$ cat config.mk
export PLATFORM = sky130hd
export DESIGN_NAME = encrypt_store_unit
export DESIGN_NICKNAME = d
export VERILOG_FILES = /design/src/rtl/encrypt_store_unit.sv
export SDC_FILE = /design/constraint.sdc
export NUM_CORES = 1
export LEC_CHECK = 0
export CAP_MARGIN = 40
export CORE_MARGIN = 4
export CORE_UTILIZATION = 30
export CTS_CLUSTER_DIAMETER = 50
export DETAILED_ROUTE_END_ITERATION = 6
export PLACE_DENSITY = 0.54
export SLEW_MARGIN = 40
export SYNTH_ARGS = -nofsm -noshare
export SYNTH_HDL_FRONTEND = slang
export SYNTH_SLANG_ARGS = --single-unit
$ cat constraint.sdc
create_clock -name clock -period 3.1 [get_ports clock]
set_input_delay 0.31 -clock clock [delete_from_list [all_inputs] [get_ports clock]]
set_output_delay 0.31 -clock clock [all_outputs]
set_load 0.03 [all_outputs]
$ cat src/rtl/encrypt_store_unit.sv
// Rotate/multiply/store encryption datapath: sequential shift-add multiply of
// the rotated operand by the key, products stored in a buffer with a read port.
module encrypt_store_unit #(
  parameter int unsigned WIDTH     = 4,
  parameter int unsigned ADDR_W    = 4,
  parameter int unsigned ROT       = 2,
  parameter int unsigned OVERWRITE = 1
) (
  input  logic                 clock,
  input  logic                 reset,
  input  logic                 start,
  input  logic [WIDTH-1:0]     num,
  input  logic [WIDTH-1:0]     key,
  output logic                 busy,
  output logic                 done,
  output logic [ADDR_W-1:0]    wr_addr,
  output logic [ADDR_W:0]      count,
  output logic                 full,
  output logic                 refused,
  input  logic [ADDR_W-1:0]    rd_addr,
  output logic [2*WIDTH-1:0]   rd_data
);

  localparam int unsigned DEPTH = 2 ** ADDR_W;
  localparam int unsigned RSH   = ROT % WIDTH;
  localparam int unsigned IW    = $clog2(WIDTH + 1);
  localparam logic [ADDR_W:0] DEPTH_C = (ADDR_W + 1)'(DEPTH);

  typedef enum logic [1:0] {IDLE, MULT, WRITE} state_t;

  state_t               state_q;
  logic [WIDTH-1:0]     m_q, a_q, q_q;
  logic [IW-1:0]        iter_q;
  logic [ADDR_W-1:0]    wr_addr_q;
  logic [ADDR_W:0]      count_q;
  logic                 busy_q, done_q, refused_q;
  logic [2*WIDTH-1:0]   rd_data_q;
  logic [2*WIDTH-1:0]   mem [DEPTH];

  logic [WIDTH-1:0]     rot_num;
  logic [WIDTH:0]       sum;
  logic                 full_w, refuse_w;

  always_comb begin
    rot_num = '0;
    for (int unsigned i = 0; i < WIDTH; i++) begin
      rot_num[i] = num[(i + RSH) % WIDTH];
    end
    sum = q_q[0] ? ({1'b0, a_q} + {1'b0, m_q}) : {1'b0, a_q};
  end

  assign full_w   = (count_q == DEPTH_C);
  assign refuse_w = full_w && (OVERWRITE == 0);

  always_ff @(posedge clock or posedge reset) begin
    if (reset) begin
      state_q   <= IDLE;
      m_q       <= '0;
      a_q       <= '0;
      q_q       <= '0;
      iter_q    <= '0;
      wr_addr_q <= '0;
      count_q   <= '0;
      busy_q    <= 1'b0;
      done_q    <= 1'b0;
      refused_q <= 1'b0;
    end else begin
      done_q    <= 1'b0;
      refused_q <= 1'b0;
      case (state_q)
        IDLE: begin
          if (start) begin
            if (refuse_w) begin
              refused_q <= 1'b1;
            end else begin
              m_q     <= rot_num;
              q_q     <= key;
              a_q     <= '0;
              iter_q  <= IW'(WIDTH);
              busy_q  <= 1'b1;
              state_q <= MULT;
            end
          end
        end
        MULT: begin
          // Carry lands in A's MSB on the shift, so no separate C register is kept.
          a_q    <= sum[WIDTH:1];
          q_q    <= {sum[0], q_q[WIDTH-1:1]};
          iter_q <= iter_q - IW'(1);
          if (iter_q == IW'(1)) begin
            state_q <= WRITE;
          end
        end
        WRITE: begin
          wr_addr_q <= wr_addr_q + ADDR_W'(1);
          if (!full_w) begin
            count_q <= count_q + (ADDR_W + 1)'(1);
          end
          done_q  <= 1'b1;
          busy_q  <= 1'b0;
          state_q <= IDLE;
        end
        default: state_q <= IDLE;
      endcase
    end
  end

  // Buffer contents survive reset; only the read register is cleared.
  always_ff @(posedge clock) begin
    if (state_q == WRITE) begin
      mem[wr_addr_q] <= {a_q, q_q};
    end
  end

  always_ff @(posedge clock or posedge reset) begin
    if (reset) begin
      rd_data_q <= '0;
    end else begin
      rd_data_q <= mem[rd_addr];
    end
  end

  assign busy    = busy_q;
  assign done    = done_q;
  assign wr_addr = wr_addr_q;
  assign count   = count_q;
  assign full    = full_w;
  assign refused = refused_q;
  assign rd_data = rd_data_q;

endmodule

== Word-level counts from Yosys, hierarchy flattened ==
Memory sizes are Yosys's and may differ from the RTL's. A register that Yosys moved wholly into a read port is not among the register bits.
Cells that the tools add are included.
Word-level totals
  bits in registers: 28
  RAM bits: 128
  input port bits: 15
  memories kept: 1
Cells by class
  add/subtract/negate cells: 4
  equal/unequal tests: 6
  mux-type cells: 14
  bitwise logic cells: 1
  reduce and logical (&&, ||, !) cells: 8
Memory list
  mem: depth 16, bits a word 8, read ports 1, clocked after Yosys merged registers in 1, wr ports 1, RTL line 38  | logic [2*WIDTH-1:0] mem [DEPTH];
Operator list (number)
  $pmux W4 S2: 2
  $reduce_and A2 Y1: 5
  $mux W4: 2
  $pmux W3 S2: 1
  $add A4 B4 Y5: 1
  $add A5 B1 Y5 const B: 1
  $eq A5 B5 Y1 const B: 1
  $mux W5: 1
  $add A4 B1 Y4 const B: 1
  $mux W2: 2
  $ne A2 B2 Y1 const B: 2
  $pmux W2 S2: 1
  $reduce_bool A2 Y1: 2
  $eq A3 B1 Y1 const B: 1
  $mux W1: 3
  $mux W3: 1
  $sub A3 B1 Y3 const B: 1
  $eq A2 B1 Y1 const B: 1
  $eq A2 B2 Y1 const B: 1
  $logic_not A2 Y1: 1
  $pmux W1 S2: 1
  $not A1 Y1: 1

== Logic depth before layout (Yosys ltp) ==
Gate-level depths: netlist of the first run.
  depth in word-level cells: 3
  depth in mapped cells: 7
  gate-level depth less buffers: 7

== Worst setup path before layout of the first run ==
No wires, ideal clock.
  path type: register to register
  start point: reg count_q[0] (netlist: count[0])
  end point: reg count_q[2] (netlist: count[2])
  data arrival time: 2.186 ns
  slack: 0.778 ns
  stages on the path, launching flop included: 7
  buffers on the path: 0
  clock period less this slack: 2.322 ns
  cells stage by stage: dfrtp_1 > inv_1 > ha_1 > nor4bb_1 > nor2b_1 > nand2_1 > xnor2_1
Between the ends
  cells in the longest elaborated chain, start to end: 3
  elaborated cells between the ends (all ways): 4
  those cells by class: add/sub: 1; eq/ne: 1; bitwise: 1; reduce/logical: 1
RTL lines
  from (decl): RTL line 35  | logic [ADDR_W:0] count_q;
  from (signal assigned): RTL line 97  | count_q <= count_q + (ADDR_W + 1)'(1);
  $eq A5 B5 Y1: RTL line 52  | assign full_w = (count_q == DEPTH_C);
  net full: RTL line 18  | output logic full,
  $not A1 Y1 (no source line)
  $reduce_and A2 Y1 (no source line)
The timed path passes the listed nets, and every way through them passes these cells.
A chain may end at the register's enable or synchronous reset.

== Worst setup path in the final report of the first run ==
  start point: reg count_q[0] (netlist: count[0])
  end point: out full
Between the ends
  cells in the longest elaborated chain, start to end: 1
RTL lines (RTL line)
  $eq A5 B5 Y1: 52
  to (decl): 18
Every way passes these cells.

==> results of run 1 <==
## worst register-to-register path: stages (launching register included)
cell and delay, ns:
dfrtp_1 0.72, ha_1 0.28, inv_1 0.06, fa_1 0.39
nor2b_1 0.14, nor3_1 0.13, a21oi_1 0.06, o21ai_0 0.16
## layout by cell type, fill, tap and decap left out, types with 7 or more instances in the layout
cell type        instances
buf_4                   22
edfxtp_1               128
a22oi_1                 17
mux4_2                  16
inv_1                   15
clkbuf_16               17
ha_1                    12
nor2_1                  17
o21ai_0                 14
nand2_1                 26
mux4_1                  16
xnor2_1                  7
clkdlybuf4s50_1         33
dfrtp_1                 36
## state kept, by name (all words and copies together), names as in the netlist
register	count
q_q	4
iter_q	3
wr_addr	4
rd_data	8
a_q	4
state_q	2
mem	128
count	5
m_q	4
done	1
busy	1
## logic make-up (layout without fill, tap and decap cells)
logic type / Yosys count / in the layout / share of synthesized area, %
other cells: 1 / 1 / 0.05679
flops: 164 / 164 / 71.85
buf+inv: 33 / 102 / 2.652
simple gates: 69 / 69 / 4.964
xor+xnor: 8 / 8 / 1.061
compound gates: 45 / 45 / 4.358
fa+ha+maj: 13 / 13 / 2.577
mux: 36 / 36 / 12.49
## power groups by stage
stage          clock [mW]  sequential [mW]  combinational [mW]
6_report             2.15             3.06               0.760
4_1_cts              2.19             3.06               0.780
3_5_place_dp            0             3.11               0.775
3_3_place_gp            0             3.09               0.750
2_1_floorplan           0             3.02               0.492
5_1_grt              2.29             3.10               0.860
## stage by stage
stage               hold slack [ns]  setup WS [ns]  instances  utilization, %  cell area [um^2]
finish                       0.3036         0.6713        718           36.50              7940
detailed placement           0.4811         0.7955        687           33.73              7338
global route                 0.3641         0.5139        718           36.50              7940
CTS                          0.3029         0.6460        718           36.50              7940
global placement             0.4683         0.8274        687           33.72              7336
floorplan                    0.4268         0.7784        369               -              6604
## area by class of cell
type | count | share of cell area, %
sequential | 164 | 59.75
multi-input combinational | 172 | 21.24
timing repair buffer | 56 | 6.303
clock buffer | 19 | 5.452
tap | 280 | 4.412
clock inverter | 12 | 2.127
inverter | 15 | 0.7091
## metal layers
layer	wire length (um)	up-vias	GRT usage, %
met5	0	-	0
met4	112	0	2.851
met3	764	10	3.346
met2	6444	71	18.44
met1	5873	1718	15.41
li1	-	1551	-
## worst paths after layout
check / startpoint / cells after the start / end / slack [ns]
max: count[0]$_DFFE_PP0P_ / 4 / full / 0.67
min reg2reg: iter_q[1]$_DFFE_PP0P_ / 2 / iter_q[1]$_DFFE_PP0P_ / 0.49
max in group asynchronous: reset / 3 / q_q[1]$_DFFE_PP0P_ / 2.15
min: reset / 2 / iter_q[0]$_DFFE_PP0P_ / 0.30
max reg2reg: a_q[0]$_DFFE_PP0P_ / 7 / a_q[1]$_DFFE_PP0P_ / 1.07
min in group clock: num[3] / 3 / m_q[1]$_DFFE_PP0P_ / 0.47
==> reports/metrics.cfg, run 1 <==
[global_route]
grt_pass1_vias=3542
grt-ovfl-total=0
grt_pass1_wl_mm=20.76
grtUsageTotal_pct=11.47
grt_max_degree=23
antenna_found_initial=0

[timing]
slew_headroom_pct=47.43
fin_crit_sh_pct=78.35
final_period_minus_worst_setup_slack_ns=2.429
rsz0062_at_grt=no
finalSetupTns_ns=0
hold_viol_final=0
slew_viol_final=0
fmax_mhz=411.7
worstMarginPinSlew_ns=0.7869
skew_ns=0.01282
setup_viol=0

[drt]
drc_errors=0
via_per_inst=4.666
vias=3350
drt-wirelength-per-cell_um=18.38
drtAntennaViolNets=0
dr.first_iter.drc_count=188
routed_wirelength_mm=13.19
first_pass_iters=5

[worst_setup_path]
cpMaxStageDelayCell=clkdlybuf4s50_1
path_class=reg -> out
end_kind=primary output
slowest_delay_ns=0.74
cp_data_arrival_time_ns=2.12
crit_family=buffers and inverters
critPathBufInv=2
startpoint_type=flop
path_max_fanout=4
required_ns=2.79
crit_chain=inv_1 -> ha_1 -> nor4bb_1 -> clkdlybuf4s50_1

[finish]
area_growth_pct=20.24
drive_gt1_share_pct=16.67
insertedDiodeCount=0
finalNetCount=454
fillCellCount=1998
seq_area_um2=4745
multi_input_area_um2=1687

[placed_design]
place_hpwl_mm=8.871
gp_congestion=0.7278
io_buffers=34

[pwr]
seqPwrFrac_pct=51.2
switchingPower_mw=1.619
power_density_nw_per_um2=751.4
cellLeakagePower_nw=2.828
power_switching_share_pct=27.13
finalPower_mw=5.966
p_clk_share_pct=36.0
power_frac_comb_pct=12.7
internal_power_mw=4.347
ir_worst_vdd_mv=0.3851

[clock_network]
ctsResizeCount=0
ctsHoldBuffers=0
cts-root-buf=clkbuf_16
clk_pin_slew_ns=0.06
clkLatencyLatePin_ns=0.42
numCtsBuffers=17
post_cts_buffers=0
cts.sinks=164
htreeDepth=4
cts_buffer_depth=2
tritoncts=built

[floorplan]
die_area_um2=24450
rows=54
core_um2=21760
die_w_um=156.4
initial_utilization_pct=30.35
die_h_um=156.4
io_pins=36

[logic_synthesis]
async_flop_share_pct=21.95
yosysWarnings=0
ys_types=38
synth_top_area_share_pct=58.20
synth_area_leaders=edfxtp_1, dfrtp_1, mux4_1
synth_top_cell_by_area=edfxtp_1
synth_flop_cell=edfxtp_1
ys_ff_latch=164
synthTopCellsByCount=edfxtp_1, dfrtp_1, nand2_1
syn_area_per_cell_um2=17.90
netlist_instances=369
synth_area_um2=6604
synth-edff-count=128
syn-num-nets=397
yosysSeqAreaShare_pct=71.85
yosys.cell_count.top_type=edfxtp_1

[job]
maxCapViolations=0

[worst_hold_path]
hold_class=in -> async

[run_status]
status=complete, no violations

Note: power is estimated with default switching activity, not from simulation.
==> inputs of run 2 (changes only) <==
==> constraint.sdc (replaced) <==
create_clock -name clock -period 2.33 [get_ports clock]
set_input_delay 0.233 -clock clock [delete_from_list [all_inputs] [get_ports clock]]
set_output_delay 0.233 -clock clock [all_outputs]
set_load 0.03 [all_outputs]
==> reports/metrics.cfg, run 2 (same netlist as run 1, synthesis figures left out) <==
[run_status]
status=complete, no violations

[clock_network]
cts.sinks=164
clkLatencyLatePin_ns=0.42
post_cts_buffers=0
cts-root-buf=clkbuf_16
ctsResizeCount=1
tritoncts=built
cts_buffer_depth=2
htreeDepth=4
clk_pin_slew_ns=0.06
numCtsBuffers=17
ctsHoldBuffers=0

[finish]
regMostFlops=mem
final_common_cell=edfxtp_1
area_growth_pct=21.26
finalNetCount=464
finalNonFillerCells=729
fillCellCount=2035
largest_reg_flops=128
layout_common_cells=edfxtp_1, dfrtp_1, clkdlybuf4s50_1
drive_gt1_share_pct=18.26
insertedDiodeCount=0

[placed_design]
dp_cells=697
place_hpwl_mm=9.330
gp_congestion=0.7385
io_buffers=34

[worst_setup_path]
startpoint_type=flop
cpMaxStageDelayCell=dlygate4sd2_1
end_kind=primary output
rr_worst_depth=4
path_class=reg -> out
slowest_delay_ns=0.45
r2r-end=mem[3][5]$_DFFE_PP_
worstSetupPathDepth=4
critPathBufInv=2
cp_data_arrival_time_ns=1.81
required_ns=2.10
crit_family=buffers and inverters
r2r_setup_slack_ns=0.48
r2r_start=state_q[1]$_DFFE_PP0P_
path_max_fanout=4
crit_chain=inv_1 -> ha_1 -> nor4bb_1 -> dlygate4sd2_1

[drt]
first_pass_iters=4
wl_met2_mm=6.699
routed_wirelength_mm=13.75
drc_errors=0
vias=3426
top_layer_used=met4
drt-met1-wl_mm=6.314
dr_wl_met3_um=566
drtAntennaViolNets=0
dr.first_iter.drc_count=234
drt-wirelength-per-cell_um=18.87
via_per_inst=4.700

[floorplan]
io_pins=36
die_w_um=156.4
rows=54
initial_utilization_pct=30.35
die_area_um2=24450
core_um2=21760
die_h_um=156.4

[global_route]
grt-ovfl-total=0
grtUsageTotal_pct=11.91
grt_pass1_vias=3543
grt_max_degree=37
grt_pass1_wl_mm=21.36
antenna_found_initial=0

[pwr]
ir_worst_vdd_mv=0.4002
cellLeakagePower_nw=2.874
power_density_nw_per_um2=979.2

[timing]
setup_viol=0
hold_viol_final=0
fin_crit_sh_pct=87.78
slew_viol_final=0
fmax_mhz=488.9
finalSetupTns_ns=0
worstMarginPinSlew_ns=0.6647
skew_ns=0.009749
slew_headroom_pct=55.69
rsz0062_at_grt=no
final_period_minus_worst_setup_slack_ns=2.045

[job]
maxCapViolations=0

[worst_hold_path]
hold_class=in -> async

-- run 2: final cells by class --
| class | instances | area (um^2) | share of cell area [%] |
|---|---|---|---|
| Clock buffer | 22 | 474.2 | 5.922 |
| Clock inverter | 10 | 98.84 | 1.234 |
| Inverter | 15 | 56.30 | 0.7031 |
| Multi-Input combinational cell | 172 | 1684 | 21.03 |
| Sequential cell | 164 | 4745 | 59.25 |
| Tap cell | 280 | 350.3 | 4.375 |
| Timing Repair Buffer | 66 | 599.3 | 7.484 |
-- run 2: how the worst max path moves through the flow --
stage                               startpoint                    to  slack, ns
after floorplan           count[0]$_DFFE_PP0P_  count[2]$_DFFE_PP0P_      0.008
after global placement              rd_addr[0]  rd_data[4]$_DFF_PP0_       0.42
after detailed placement  count[0]$_DFFE_PP0P_                  full       0.42
after CTS                 count[0]$_DFFE_PP0P_                  full       0.27
after global routing      count[0]$_DFFE_PP0P_                  full       0.15
final                     count[0]$_DFFE_PP0P_                  full       0.28
-- run 2: where the power goes --
group / leakage, nW / internal [mW] / switching, mW / total (mW)
Combinational: 0.989 / 0.524 / 0.745 / 1.27
Clock: 0.267 / 1.56 / 1.11 / 2.67
Sequential: 1.62 / 3.62 / 0.287 / 3.90
Total: 2.87 / 5.70 / 2.14 / 7.84
-- run 2: layer usage --
layer | track usage, % | up-vias
met5 | 0 | -
met4 | 3.471 | 0
met3 | 3.291 | 18
met2 | 18.54 | 71
met1 | 16.47 | 1777
li1 | - | 1560
-- run 2: worst reg2reg max path, stage by stage, from the launching register on --
cell and delay (ns):
dfrtp_1 0.51, nor2b_1 0.36, nand2_1 0.24, nor3_1 0.21
buf_4 0.23
-- run 2: metrics by stage --
stage	instance area (um^2)	hold WS [ns]	power [mW]	util, %	worst slack [ns]
floorplan	6604	0.3498	4.672	-	0.008383
global placement	7436	0.4685	5.211	34.18	0.4224
detailed placement	7436	0.4903	5.259	34.18	0.4205
CTS	8008	0.2517	7.942	36.81	0.2655
global route	8008	0.2879	8.222	36.81	0.1525
finish	8008	0.2382	7.841	36.81	0.2847
